File: config.mk
export PLATFORM = sky130hd
export DESIGN_NAME = bilbo_reg
export DESIGN_NICKNAME = d
export VERILOG_FILES = /design/src/rtl/bilbo_reg.sv
export SDC_FILE = /design/constraint.sdc
export NUM_CORES = 1
export LEC_CHECK = 0
export ABC_AREA = 1
export CAP_MARGIN = 10
export CORE_MARGIN = 2
export CORE_UTILIZATION = 49
export CTS_CLUSTER_SIZE = 25
export DETAILED_ROUTE_END_ITERATION = 6
export PLACE_DENSITY = 0.83
export SETUP_SLACK_MARGIN = 0.02
export SLEW_MARGIN = 20
export SYNTH_ARGS = -nofsm -noshare
export SYNTH_HDL_FRONTEND = slang
export SYNTH_SLANG_ARGS = --single-unit
File: constraint.sdc
create_clock -name clk -period 1.4 [get_ports clk]
set_input_delay 0.35 -clock clk [delete_from_list [all_inputs] [get_ports clk]]
set_output_delay 0.35 -clock clk [all_outputs]
set_load 0.01 [all_outputs]
File: src/rtl/bilbo_reg.sv
// Multi-mode BILBO register: parallel capture, serial scan, PRPG/MISR self-test and clear,
// with all-zero lock-up recovery in PRPG and a signature-length counter in MISR.
module bilbo_reg #(
  parameter int               WIDTH      = 8,
  parameter logic [WIDTH-1:0] TAPS       = 8'b1000_1110,
  parameter logic [WIDTH-1:0] SEED       = 8'b0000_0001,
  parameter int               SIG_CYCLES = 16,
  parameter int               CNT_W      = 8
) (
  input  logic             clk,
  input  logic             rst,
  input  logic             b1,
  input  logic             b2,
  input  logic             prpg,
  input  logic             tdi,
  input  logic [WIDTH-1:0] par_in,
  output logic [WIDTH-1:0] q,
  output logic             tdo,
  output logic             sig_done
);

  typedef enum logic [1:0] {
    MODE_SCAN   = 2'b00,
    MODE_CLEAR  = 2'b01,
    MODE_TEST   = 2'b10,
    MODE_NORMAL = 2'b11
  } mode_t;

  mode_t            mode;
  logic [WIDTH-1:0] q_next;
  logic [WIDTH-1:0] shifted;
  logic [CNT_W-1:0] cnt;
  logic [CNT_W-1:0] cnt_next;
  logic             done_next;

  function automatic logic feedback(input logic [WIDTH-1:0] state);
    return ^(state & TAPS);
  endfunction

  assign mode    = mode_t'({b1, b2});
  assign shifted = {feedback(q), q[WIDTH-1:1]};
  assign tdo     = q[0];

  // Counter and done flag default to cleared so that any exit from MISR restarts the count.
  always_comb begin
    q_next    = q;
    cnt_next  = '0;
    done_next = 1'b0;
    unique case (mode)
      MODE_NORMAL: q_next = par_in;
      MODE_SCAN:   q_next = {tdi, q[WIDTH-1:1]};
      MODE_CLEAR:  q_next = '0;
      MODE_TEST: begin
        if (prpg) begin
          q_next = (q == '0) ? SEED : shifted;
        end else if (sig_done) begin
          cnt_next  = cnt;
          done_next = 1'b1;
        end else begin
          q_next    = shifted ^ par_in;
          cnt_next  = cnt + 1'b1;
          done_next = (cnt == CNT_W'(SIG_CYCLES - 1));
        end
      end
      default: q_next = q;
    endcase
  end

  always_ff @(posedge clk) begin
    if (rst) begin
      q        <= '0;
      cnt      <= '0;
      sig_done <= 1'b0;
    end else begin
      q        <= q_next;
      cnt      <= cnt_next;
      sig_done <= done_next;
    end
  end

endmodule

==> metrics.md <==
| Metric | Value |
|---|---|
| Leakage | 0.683 nW |
| # clock sinks | 17 |
| Clock latency on the worst-skew pair | 0.29 ns |
| Filler cell count | 162 |
| Post-Syn Area | 1030 um2 |
| Dpl hpwl | 2290 um |
| CP Buf/Inv Count | 1 |
| Delay of the slowest cell on the worst path | 0.40 ns |
| Max_cap viols | 0 |
| Cts hold-fix bufs | 0 |
| Non-filler cells, final | 233 |
| Setup repair after global routing missed its margin | true |
| Yosys top cell by area | dfxtp_1 |
| Routability cong. | 0.954 |
| Worst slew margin | 78.7% |
| CTS tree | yes |
| Critical path's top delay family | flip-flops |
| Via count | 1,250 |
| Minimum clock period after layout | 1.32 ns |
| Io pins | 24 |
| P&R area growth vs syn | 40.8% |
| Post-synthesis sequential area ratio | 32.9% |
| First-pass GRT wire length | 4930 um |
| CP cell instances | dlygate4sd2_1 |
| Antenna Nets Post-Route | 0 |
| Initial antenna violation count | 0 |
| Hold crit path type | reg2reg |
| CP Max Fanout | 4 |
| CTS clock-pin slew for the worst setup and hold paths | 0.10 ns |
| GRT Overall Usage | 25.2% |
| Number of DRC markers in iteration 0 | 47 |
| CTS max path bufs | 2 |
| Commonest non-fill, non-tap cell in the layout | nand2_1 |
| Chip Height | 50.0 um |
| Share of cells above drive strength 1 | 19.4% |
| FF+latch count, synth | 17 |
| Vias in the first global route | 1,153 |
| Setup CP Type | reg2out |
| Final non-filler cell area | 1460 um2 |
| CTS root buf | clkbuf_4 |
| CP Launch Type | register |
| Status | complete, no violations |
| Most frequent cells in the layout | nand2_1 (35), a21oi_1 (22), inv_1 (21) |
| Core box area | 1980 um2 |
| CTS H-tree lvls | 1 |
| Hold violation count in the final report | 0 |
| Avg Cell Area, Syn | 6.35 um2 |
| Post-synth net total | 179 |
| TritonCTS Buffers | 3 |
| Final nets | 223 |
| Placed Cells | 226 |
| Antenna Cells | 0 |
| Crit end category | output port |
| Gr ovfl total | 0 |
| Peak supply drop | 0.642 mV |
| Pwr dens | 713 nW/um2 |
| Warnings, synthesis | 0 |
| Via/cell ratio | 5.36 |
| Tightest Pin Transition | 0.319 ns |
| Distinct cells, synth | 18 |
| Area of the die | 2500 um2 |
| Final setup fails | 0 |
| Worst Skew | 0.00469 ns |
| Final Cycle Share | 94.2% |
| Overall power | 1.04 mW |
| DRC | 0 |
| Yosys top cell area share | 32.9% |
| DRT Wirelength | 3060 um |
| Synth Instances | 163 |
| Number of port buffers | 23 |
| Wire per inst | 13.1 um |
| Starting Density | 52.2% |
| Largest net degree at the start of global routing | 11 |
| Max-slew violations | 0 |
| Leading post-synthesis cells by cell area | dfxtp_1 (33%), nand2_1 (13%), a21oi_1 (11%) |
| CP required | 1.05 ns |
| Initial DRT Pass Iterations | 5 |
| Post-DP Area | 1400 um2 |
| Die X | 50.0 um |
| Worst EP arrival | 0.97 ns |
| Peak Freq | 758 MHz |
| CP max-delay cell | dfxtp_1 |
| Num rows | 16 |
cell type report:
class                      count  area (um2)  area share, %
multi-input combinational    117         604           41.5
timing repair buffer          40         342           23.5
sequential                    17         344           23.6
tap                           27        33.8           2.32
inverter                      28         105           7.22
clock buffer                   3        22.5           1.55
clock inverter                 1        5.00          0.344
sequential cells by signal (all words and copies together), names as in the netlist:
register	cells
cnt	8
q	8
sig_done	1
power by group:
group | total [mW] | internal [mW] | switching, mW
sequential | 0.512 | 0.499 | 0.0130
combinational | 0.257 | 0.121 | 0.136
clock | 0.269 | 0.106 | 0.163
total | 1.04 | 0.726 | 0.312
final timing paths:
path | endpoint | slack [ns] | startpoint | cells after the start
worst max register to register | q[7]$_SDFFE_PP0P_ | 0.08 | q[3]$_SDFFE_PP0P_ | 10
worst max-delay path | q[6] | 0.08 | q[6]$_SDFFE_PP0P_ | 1
worst min register to register | cnt[1]$_SDFFE_PP0N_ | 0.52 | cnt[1]$_SDFFE_PP0N_ | 2
worst min-delay path | cnt[1]$_SDFFE_PP0N_ | 0.52 | cnt[1]$_SDFFE_PP0N_ | 2
kinds of logic after synthesis:
logic type | count (synthesis) | synth area share (%)
buffers and inverters | 29 | 10.9
and+or+nand+nor | 78 | 35.2
DFF | 17 | 32.9
AOI/OAI and AO/OA | 37 | 18.6
adders and majority gates | 2 | 2.42
cell usage after synthesis:
cell and n:
buf_4 1, ha_1 2, dfxtp_1 17, nand3_2 1
nor3b_2 1, o21ai_0 12, nor3_1 6, a211oi_1 3
a21oi_1 22, nand3_1 17, inv_2 4, nand2_1 37
nor2_1 11, nand4_1 2, inv_1 24, nor2_4 1
nor3_4 1, nor2_2 1
through the flow:
stage | hold WS (ns) | util (%) | setup TNS (ns) | setup WS, ns
2_1_floorplan | 0.460 | - | 0 | 0.0893
3_3_place_gp | 0.478 | 70.5 | -3.70 | -0.267
3_5_place_dp | 0.507 | 70.5 | -4.20 | -0.325
4_1_cts | 0.521 | 72.0 | 0 | 0.0210
5_1_grt | 0.540 | 73.5 | 0 | 0.0109
6_report | 0.520 | 73.5 | 0 | 0.0809
per-layer routing:
layer,GRT usage (%),up-vias,wire [um]
li1,-,628,-
met1,33.8,564,1380
met2,42.0,49,1480
met3,1.82,9,144
met4,9.72,0,50
met5,0,-,0
repair_timing:
action | CTS | global route
pin swaps | 2 | 4
gates resized for setup | 16 | 7
endpoints found under the setup margin | 16 | 6
buffers inserted | 2 | 1
endpoints found under the hold margin | 0 | 0
(Power assumes the default switching activity.)
==> patch: new RTL, same flow settings <==
Make the reset (`rst`) asynchronous in one clocked block.
--- a/src/rtl/bilbo_reg.sv
+++ b/src/rtl/bilbo_reg.sv
@@ -67,5 +67,5 @@
   end
 
-  always_ff @(posedge clk) begin
+  always_ff @(posedge clk or posedge rst) begin
     if (rst) begin
       q        <= '0;
Function: differs if rst is asserted again (counterexample within 4 cycles, from zero or initial values and one cycle with rst high); with rst held inactive, the same outputs for 10 cycles.
==> patch against the original RTL <==
  * Via count down 1.9%
  * Routed wire length down 0.62%
  * First-iteration DRC count down 13%
  * Cell area up 9.0%
  * Worst setup slack worse by 0.057 ns
  * Synthesized area up 11%
  * Total power up 22%
  * Sequential cell count unchanged
==> patch: results (changes against the original RTL) <==
cts repair resizes 14 (-2); Critical R2R Capture q[7]; top post-synthesis cells by count 37 x nand2_1, 28 x inv_1, 19 x nand3_1, 17 x dfrtp_1, 13 x a21oi_1; Yosys top cell area share 37.2% (+4.3 points); CP Max Fanout 3 (-1); Tightest Pin Transition 0.290 ns (-0.0297 ns); routed len/inst 13.5 um (+2.9%); top flop regs cnt: 8 flops, q: 8 flops, sig_done: 1 flops; Layout Nets 214 (-4.0%); Tcrit/Tclk final 98.3% (+4.1 points); Seq/Total Area, Yosys 37.2% (+4.3 points); Setup WS pre-CTS -0.320 ns (+0.00514 ns); RePlAce Congestion 0.899 (-5.8%); layout cells sized above 1 23.9% (+4.4 points); worst r2r src q[2]; GRT Total Usage 24.4% (-0.86 points); Initial DRC Count 41 (-13%); critical path arrival 1.60 ns (+0.63 ns); outcome finished clean; hpwl dp 2200 um (-3.7%); largest net degree at the start of global routing 18 (+7); Hold Crit Class input port to async pin; Max VDD drop 0.000675 V (+5.2%); drt via density 5.45 (+1.6%); Lkg Pwr 0.844 nW (+24%); slowest CP cell dfrtp_1; syn nets 173 (-3.4%); CP max stage delay 0.37 ns (-0.03 ns); Worst Skew 0.00568 ns (+0.000988 ns); Fill cells 175 (+8.0%); top_reg_cell synth dfrtp_1; distinct cell type count after synthesis 26 (+8); asr flop ratio synth 100% (+100 points); first-pass GRT wire length 4940 um (+0.14%); crit path capture type register; Worst R2R Path Depth 11 (+1); port bufs 23 (unchanged); vias in the first global route 1,193 (+3.5%); ranking of synthesized cells by area dfrtp_1 37%, nand2_1 12%, inv_1 9.2%, nand3_1 8.3%, a21oi_1 5.7%; flop2flop setup slack 0.02 ns (-0.06 ns)
-- patch: layout make-up --
class	instances	area, sq um	share of cell area (%)
inverter	31	130	8.20
sequential	17	425	26.8
clock buffer	4	26.3	1.65
multi-input combinational	107	636	40.0
timing repair buffer	38	335	21.1
tap	28	35.0	2.21
-- patch: where the power goes --
group	internal [W]	switching, W
Clock	0.000111	0.000161
Sequential	0.000531	0.0000334
Combinational	0.000200	0.000233
Total	0.000841	0.000427
-- patch: metal layers --
| metal | GRT usage, % | part of all wire (%) | vias up |
|---|---|---|---|
| li1 | - | - | 594 |
| met1 | 27.3 | 39 | 556 |
| met2 | 44.6 | 52 | 59 |
| met3 | 4.00 | 5.2 | 17 |
| met4 | 10.7 | 3.4 | 0 |
| met5 | 0 | 0 | - |
-- patch: kinds of logic (layout without fill, tap and decap cells) --
family,count (synthesis),after routing,synth area share (%)
AO/OA/AOI/OAI,32,32,17.9
XOR/XNOR,1,1,0.766
adder cells (fa/ha/maj),2,2,2.19
buffers and inverters,33,73,12.6
flip-flops,17,17,37.2
AND/OR/NAND/NOR,72,72,29.3
-- patch: stage by stage --
stage	power, W	TNS [ns]	instances	instance area [sq um]	hold slack [ns]
4_1_cts	0.00122	0	224	1520	0.379
3_3_place_gp	0.000938	-3.34	218	1480	0.493
2_1_floorplan	0.000769	0	157	1140	0.276
6_report	0.00127	0	225	1590	0.374
5_1_grt	0.00135	-0.112	225	1590	0.391
3_5_place_dp	0.000953	-3.97	218	1480	0.496
-- patch: worst register-to-register path: stages (launching register included) --
cell	delay (ns)
dfrtp_1	0.37
buf_6	0.11
inv_4	0.03
ha_4	0.26
inv_2	0.04
nand2_2	0.06
nand3_2	0.10
nand3_2	0.08
nand2_1	0.05
inv_1	0.06
nand2_2	0.05
a21oi_2	0.11
